## src/rtl/gray_sel_seq_pkg.sv

```systemverilog
// Shared types and helpers for the Gray-coded select sequencer.
`ifndef GRAY_SEL_SEQ_PKG_SV
`define GRAY_SEL_SEQ_PKG_SV

// Elaboration-time guard: the key width must hold every index 1..NR,
// and at least one selectable entry must exist.
`define GRAY_SEL_CHECK_PARAMS(NR_, KW_) \
  if ((NR_) < 1 || (1 << (KW_)) <= (NR_)) begin : g_param_err \
    $error("gray_sel_seq: parameters need NR >= 1 and 2**KW > NR"); \
  end

package gray_sel_seq_pkg;

  // Widest select word the helper function handles.
  localparam int GW = 16;

  typedef enum logic {
    IDLE = 1'b0,
    RUN  = 1'b1
  } state_e;

  function automatic logic [GW-1:0] bin2gray(input logic [GW-1:0] b);
    return b ^ (b >> 1);
  endfunction

endpackage

`endif

```

## src/rtl/gray_sel_seq_idx_step.sv

```systemverilog
// Combinational next-index for one handshake step, with wrap flag.
module gray_idx_step #(
  parameter int NR = 2,
  parameter int KW = 2
) (
  input  logic [KW-1:0] idx_i,
  input  logic          dir_i,
  output logic [KW-1:0] nxt_o,
  output logic          wrap_o
);

  // Step up or down through 1..NR, wrapping at either end.
  always_comb begin
    nxt_o  = idx_i;
    wrap_o = 1'b0;
    if (dir_i) begin
      if (idx_i == KW'(1)) begin
        nxt_o  = KW'(NR);
        wrap_o = 1'b1;
      end else begin
        nxt_o = idx_i - KW'(1);
      end
    end else begin
      if (idx_i == KW'(NR)) begin
        nxt_o  = KW'(1);
        wrap_o = 1'b1;
      end else begin
        nxt_o = idx_i + KW'(1);
      end
    end
  end

endmodule

```

## src/rtl/gray_sel_seq.sv

```systemverilog
// Gray-keyed select sequencer: walks indices 1..NR under a valid/ready
// handshake and presents the registered Gray key to the downstream mux.
//
//   state | meaning
//   ------+-----------------------------------------------
//   IDLE  | select held, out_valid=0, steps ignored
//   RUN   | out_valid=1, each accepted select advances idx
module gray_sel_seq
  import gray_sel_seq_pkg::*;
#(
  parameter int NR = 2,
  parameter int KW = 2
) (
  input  logic          clk,
  input  logic          rst_n,
  input  logic          start,
  input  logic          stop,
  input  logic          single,
  input  logic          dir,
  input  logic          load,
  input  logic [KW-1:0] load_idx,
  input  logic          out_ready,
  output logic          out_valid,
  output logic [KW-1:0] sel_gray,
  output logic [KW-1:0] sel_idx,
  output logic          wrap,
  output logic          load_err
);

  `GRAY_SEL_CHECK_PARAMS(NR, KW)

  state_e        state_q, state_d;
  logic [KW-1:0] idx_q, idx_d;
  logic [KW-1:0] gray_q, gray_d;
  logic          wrap_q, wrap_d;
  logic          err_q, err_d;

  logic [KW-1:0] step_nxt;
  logic          step_wrap;
  logic          step;
  logic          load_ok;

  gray_idx_step #(.NR(NR), .KW(KW)) u_step (
    .idx_i  (idx_q),
    .dir_i  (dir),
    .nxt_o  (step_nxt),
    .wrap_o (step_wrap)
  );

  assign step    = (state_q == RUN) & out_ready;
  assign load_ok = load & (load_idx != '0) & (load_idx <= KW'(NR));
  assign gray_d  = KW'(bin2gray(GW'(idx_d)));

  // Next index and pulses: a valid load overrides a same-cycle step.
  always_comb begin
    idx_d  = idx_q;
    wrap_d = 1'b0;
    err_d  = load & ~load_ok;
    if (load_ok) begin
      idx_d = load_idx;
    end else if (step) begin
      idx_d  = step_nxt;
      wrap_d = step_wrap;
    end
  end

  // Run/idle control; a wrapping step ends a one-shot sweep.
  always_comb begin
    state_d = state_q;
    case (state_q)
      IDLE: if (start) state_d = RUN;
      RUN: begin
        if (stop) begin
          state_d = IDLE;
        end else if (single & step & step_wrap & ~load_ok) begin
          state_d = IDLE;
        end
      end
      default: state_d = IDLE;
    endcase
  end

  // State, index and output registers.
  always_ff @(posedge clk or negedge rst_n) begin
    if (!rst_n) begin
      state_q <= IDLE;
      idx_q   <= KW'(1);
      gray_q  <= KW'(1);
      wrap_q  <= 1'b0;
      err_q   <= 1'b0;
    end else begin
      state_q <= state_d;
      idx_q   <= idx_d;
      gray_q  <= gray_d;
      wrap_q  <= wrap_d;
      err_q   <= err_d;
    end
  end

  assign out_valid = (state_q == RUN);
  assign sel_idx   = idx_q;
  assign sel_gray  = gray_q;
  assign wrap      = wrap_q;
  assign load_err  = err_q;

endmodule
```

## config.mk

```make
export PLATFORM = sky130hd
export DESIGN_NAME = gray_sel_seq
export DESIGN_NICKNAME = d
export VERILOG_FILES = /design/src/rtl/gray_sel_seq_pkg.sv /design/src/rtl/gray_sel_seq_idx_step.sv /design/src/rtl/gray_sel_seq.sv
export SDC_FILE = /design/constraint.sdc
export NUM_CORES = 1
export LEC_CHECK = 0
export BUFFER_PORTS_ARGS = -buffer_cell sky130_fd_sc_hd__buf_4
export CORE_AREA = 2 2 39 41
export CTS_BUF_LIST = sky130_fd_sc_hd__clkbuf_4 sky130_fd_sc_hd__clkbuf_8
export CTS_CLUSTER_SIZE = 24
export DETAILED_ROUTE_END_ITERATION = 7
export DIE_AREA = 0 0 41 43
export PLACE_DENSITY = 0.48
export SYNTH_ARGS = -nofsm -noshare
export SYNTH_HDL_FRONTEND = slang
export SYNTH_SLANG_ARGS = --single-unit
```

## constraint.sdc

```tcl
create_clock -name clk -period 1.2 [get_ports clk]
set_clock_uncertainty 0.1 [all_clocks]
set_input_delay 0.06 -clock clk [delete_from_list [all_inputs] [get_ports clk]]
set_output_delay 0.06 -clock clk [all_outputs]
set_load 0.1 [all_outputs]
```

==> results.json <==
{
  "rsz_0062_raised_after_global_routing": "yes",
  "grt_pass1_vias": 357,
  "avgViaCountPerCell": 4.49,
  "power.ir.vdd_worst_uv": 1930,
  "finalNetCount": 73,
  "final.period_utilization": 1.13,
  "dominantRegCellSynth": "dfrtp_1",
  "syn_area_per_cell_um2": 10.4,
  "outcome": "complete, but fails checks",
  "final-max-slew-violation-count": 0,
  "detailed_place_hpwl_um": 650,
  "post_synth_most_frequent_cells": "dfrtp_1, nor2_1, o21ai_0",
  "path_max_fanout": 5,
  "grt_use_total": 0.132,
  "cp-start-kind": "register",
  "endpoint_kind": "register",
  "first_iter_violations": 3,
  "cp.required_ns": 1.21,
  "critical_path_arrival_ns": 1.36,
  "synthesis.area_um2": 334,
  "ant_nets": 0,
  "max-clock-path-buffers": 2,
  "synth-edff-count": 0,
  "routabilityCongestion": 0.774,
  "number_of_unique_standard_cell_types_used_by_synthesis": 21,
  "dp_worst_setup_slack_ns": -0.159,
  "clock_slew_at_reported_path_ffs_ns": 0.06,
  "holdCritPathClass": "input pin to register",
  "power.density_cell_area_nw_per_um2": 2710,
  "yosys_warnings": 0,
  "maxCapViolCount": 0,
  "design_area_um2": 674,
  "async_reset_ff_frac": 1.00,
  "setup_viol": 6,
  "antenna_violations_before_repair": 0,
  "maxClockFrequency_ghz": 0.741,
  "die_width_um": 41,
  "numPortBuffers": 16,
  "slew_headroom": 0.816,
  "yosys.area.top_type_share": 0.300,
  "fill_cells": 125,
  "yosysTopAreaCell": "dfrtp_1",
  "worst-slew-pin-transition_ns": 0.279,
  "first_pass_grt_wire_length_um": 1530,
  "drt-wirelength-per-cell_um": 11.9,
  "insertion_delay_ns": 0.25,
  "core.rowCount": 14,
  "cts_setup_buffers": 0,
  "io-pin-count": 17,
  "yosysSeqAreaShare": 0.457,
  "clock-root-buffer": "clkbuf_4",
  "antennaDiodeCount": 0,
  "synthesis.instances": 32,
  "timing.setup.critical_path_class": "register to register",
  "cts_tree": "yes",
  "hold_violations": 0,
  "synthTopCellsByArea": "dfrtp_1, dfstp_2, xor2_2",
  "detailroute.via_count": 350,
  "postPlaceCellArea_um2": 515,
  "fp.coreArea_um2": 1380,
  "wirelength_um": 930,
  "synth.ff_latch_count": 6,
  "violations": "negative setup slack",
  "grt.overflow.total": 0,
  "cts.sink_count": 6,
  "largest_net_degree_at_the_start_of_global_routing": 7,
  "static-leakage-power_uw": 0.000305,
  "post-synth-top-count-cell": "dfrtp_1",
  "dr.pass1.iters": 4,
  "postLayoutSetupSlackWorst_ns": -0.150,
  "share_of_cells_above_drive_strength_1": 0.581,
  "drcViolationCount": 0,
  "syn_to_final_growth_pct": 102,
  "tritoncts.num_buffers": 3,
  "fin_crit_ns": 1.35,
  "synth_nets": 42,
  "initial_utilization": 0.241,
  "floorplan.die_area_um2": 1760,
  "fp.dieH_um": 43,
  "htreeDepth": 1
}
==> timing repair <==
item	4_1_cts	5_1_grt
pin swaps	3	2
hold buffers	6	0
endpoints found under the setup margin	9	10
gates resized for setup	16	1
hold endpoints to repair	9	0
cloned	0	0
==> cells by family (layout without fill, tap and decap cells) <==
kind of cell | count (synthesis) | in the layout | share of synthesized area
and+or+nand+nor | 13 | 13 | 0.221
xor gates and xnor gates | 2 | 2 | 0.0749
buffers and inverters | 2 | 32 | 0.0337
DFF | 6 | 6 | 0.457
AOI/OAI and AO/OA | 8 | 8 | 0.169
muxes | 1 | 1 | 0.0449
==> cell type report <==
| cell class | instances | area (um^2) | area share |
|---|---|---|---|
| timing repair buffer | 27 | 279 | 0.414 |
| inverter | 1 | 3.75 | 0.00557 |
| clock buffer | 4 | 30.0 | 0.0445 |
| tap | 16 | 20.0 | 0.0297 |
| multi-input combinational | 24 | 178 | 0.263 |
| sequential | 6 | 164 | 0.243 |
==> power by group <==
| part | total [uW] | switching (uW) | internal (uW) |
|---|---|---|---|
| clock | 234 | 84.5 | 149 |
| sequential | 368 | 55.4 | 313 |
| combinational | 1220 | 752 | 473 |
| total | 1830 | 892 | 935 |
==> cells in the final DEF, fill, tap and decap left out, drive strengths merged <==
| master | n |
|---|---|
| xor2 | 1 |
| nor2b | 1 |
| inv | 1 |
| nand2 | 4 |
| o21a | 1 |
| dfstp | 2 |
| a31oi | 2 |
| nand3b | 1 |
| xnor2 | 1 |
| mux2 | 1 |
| buf | 21 |
| dlygate4sd3 | 6 |
| nor2 | 3 |
| clkbuf | 4 |
| dfrtp | 4 |
| a22oi | 1 |
| o21ai | 3 |
| and2 | 1 |
| a41oi | 1 |
| or3b | 1 |
| and3 | 1 |
| or3 | 1 |
==> through the flow <==
step | hold WS [ns] | util | power (uW) | setup TNS, ns | std cells
global route | 0.0376 | 0.487 | 1920 | -0.984 | 78
floorplan | -0.336 | - | 1110 | -0.974 | 32
CTS | 0.00413 | 0.485 | 1820 | -0.617 | 78
detailed placement | -0.224 | 0.373 | 1380 | -0.355 | 68
global placement | -0.227 | 0.373 | 1370 | -0.306 | 68
finish | 0.0199 | 0.487 | 1830 | -0.547 | 78
==> per-layer routing <==
metal  track usage  up-vias  wire length [um]
li1              -      174                 -
met1         0.179      168               385
met2         0.191        8               512
met3        0.0157        0                32
met4        0.0800        0                 0
met5             0        -                 0
==> path summary, 6_finish.rpt <==
kind / from / to / slack, ns / cells past startpoint
max: sel_idx[0] / out_valid / -0.15 / 3
min: dir / sel_gray[0] / 0.02 / 3
max reg2reg: sel_idx[0] / out_valid / -0.15 / 3
min reg2reg: sel_gray[1] / sel_gray[1] / 0.56 / 2
max in group asynchronous: rst_n / sel_gray[0] / 0.73 / 2
min in group asynchronous: rst_n / out_valid / 0.06 / 2
==> state kept, by name (all words and copies together) (netlist names) <==
signal and count:
sel_gray 2, out_valid 1, sel_idx 1, load_err 1
wrap 1
==> worst max-delay path, cell delays in order (launching register included) <==
cell and delay, ns:
dfstp_4 0.48, or3b_1 0.36, a22oi_2 0.15, a41oi_2 0.13
Power figures use the tool's default switching activity.
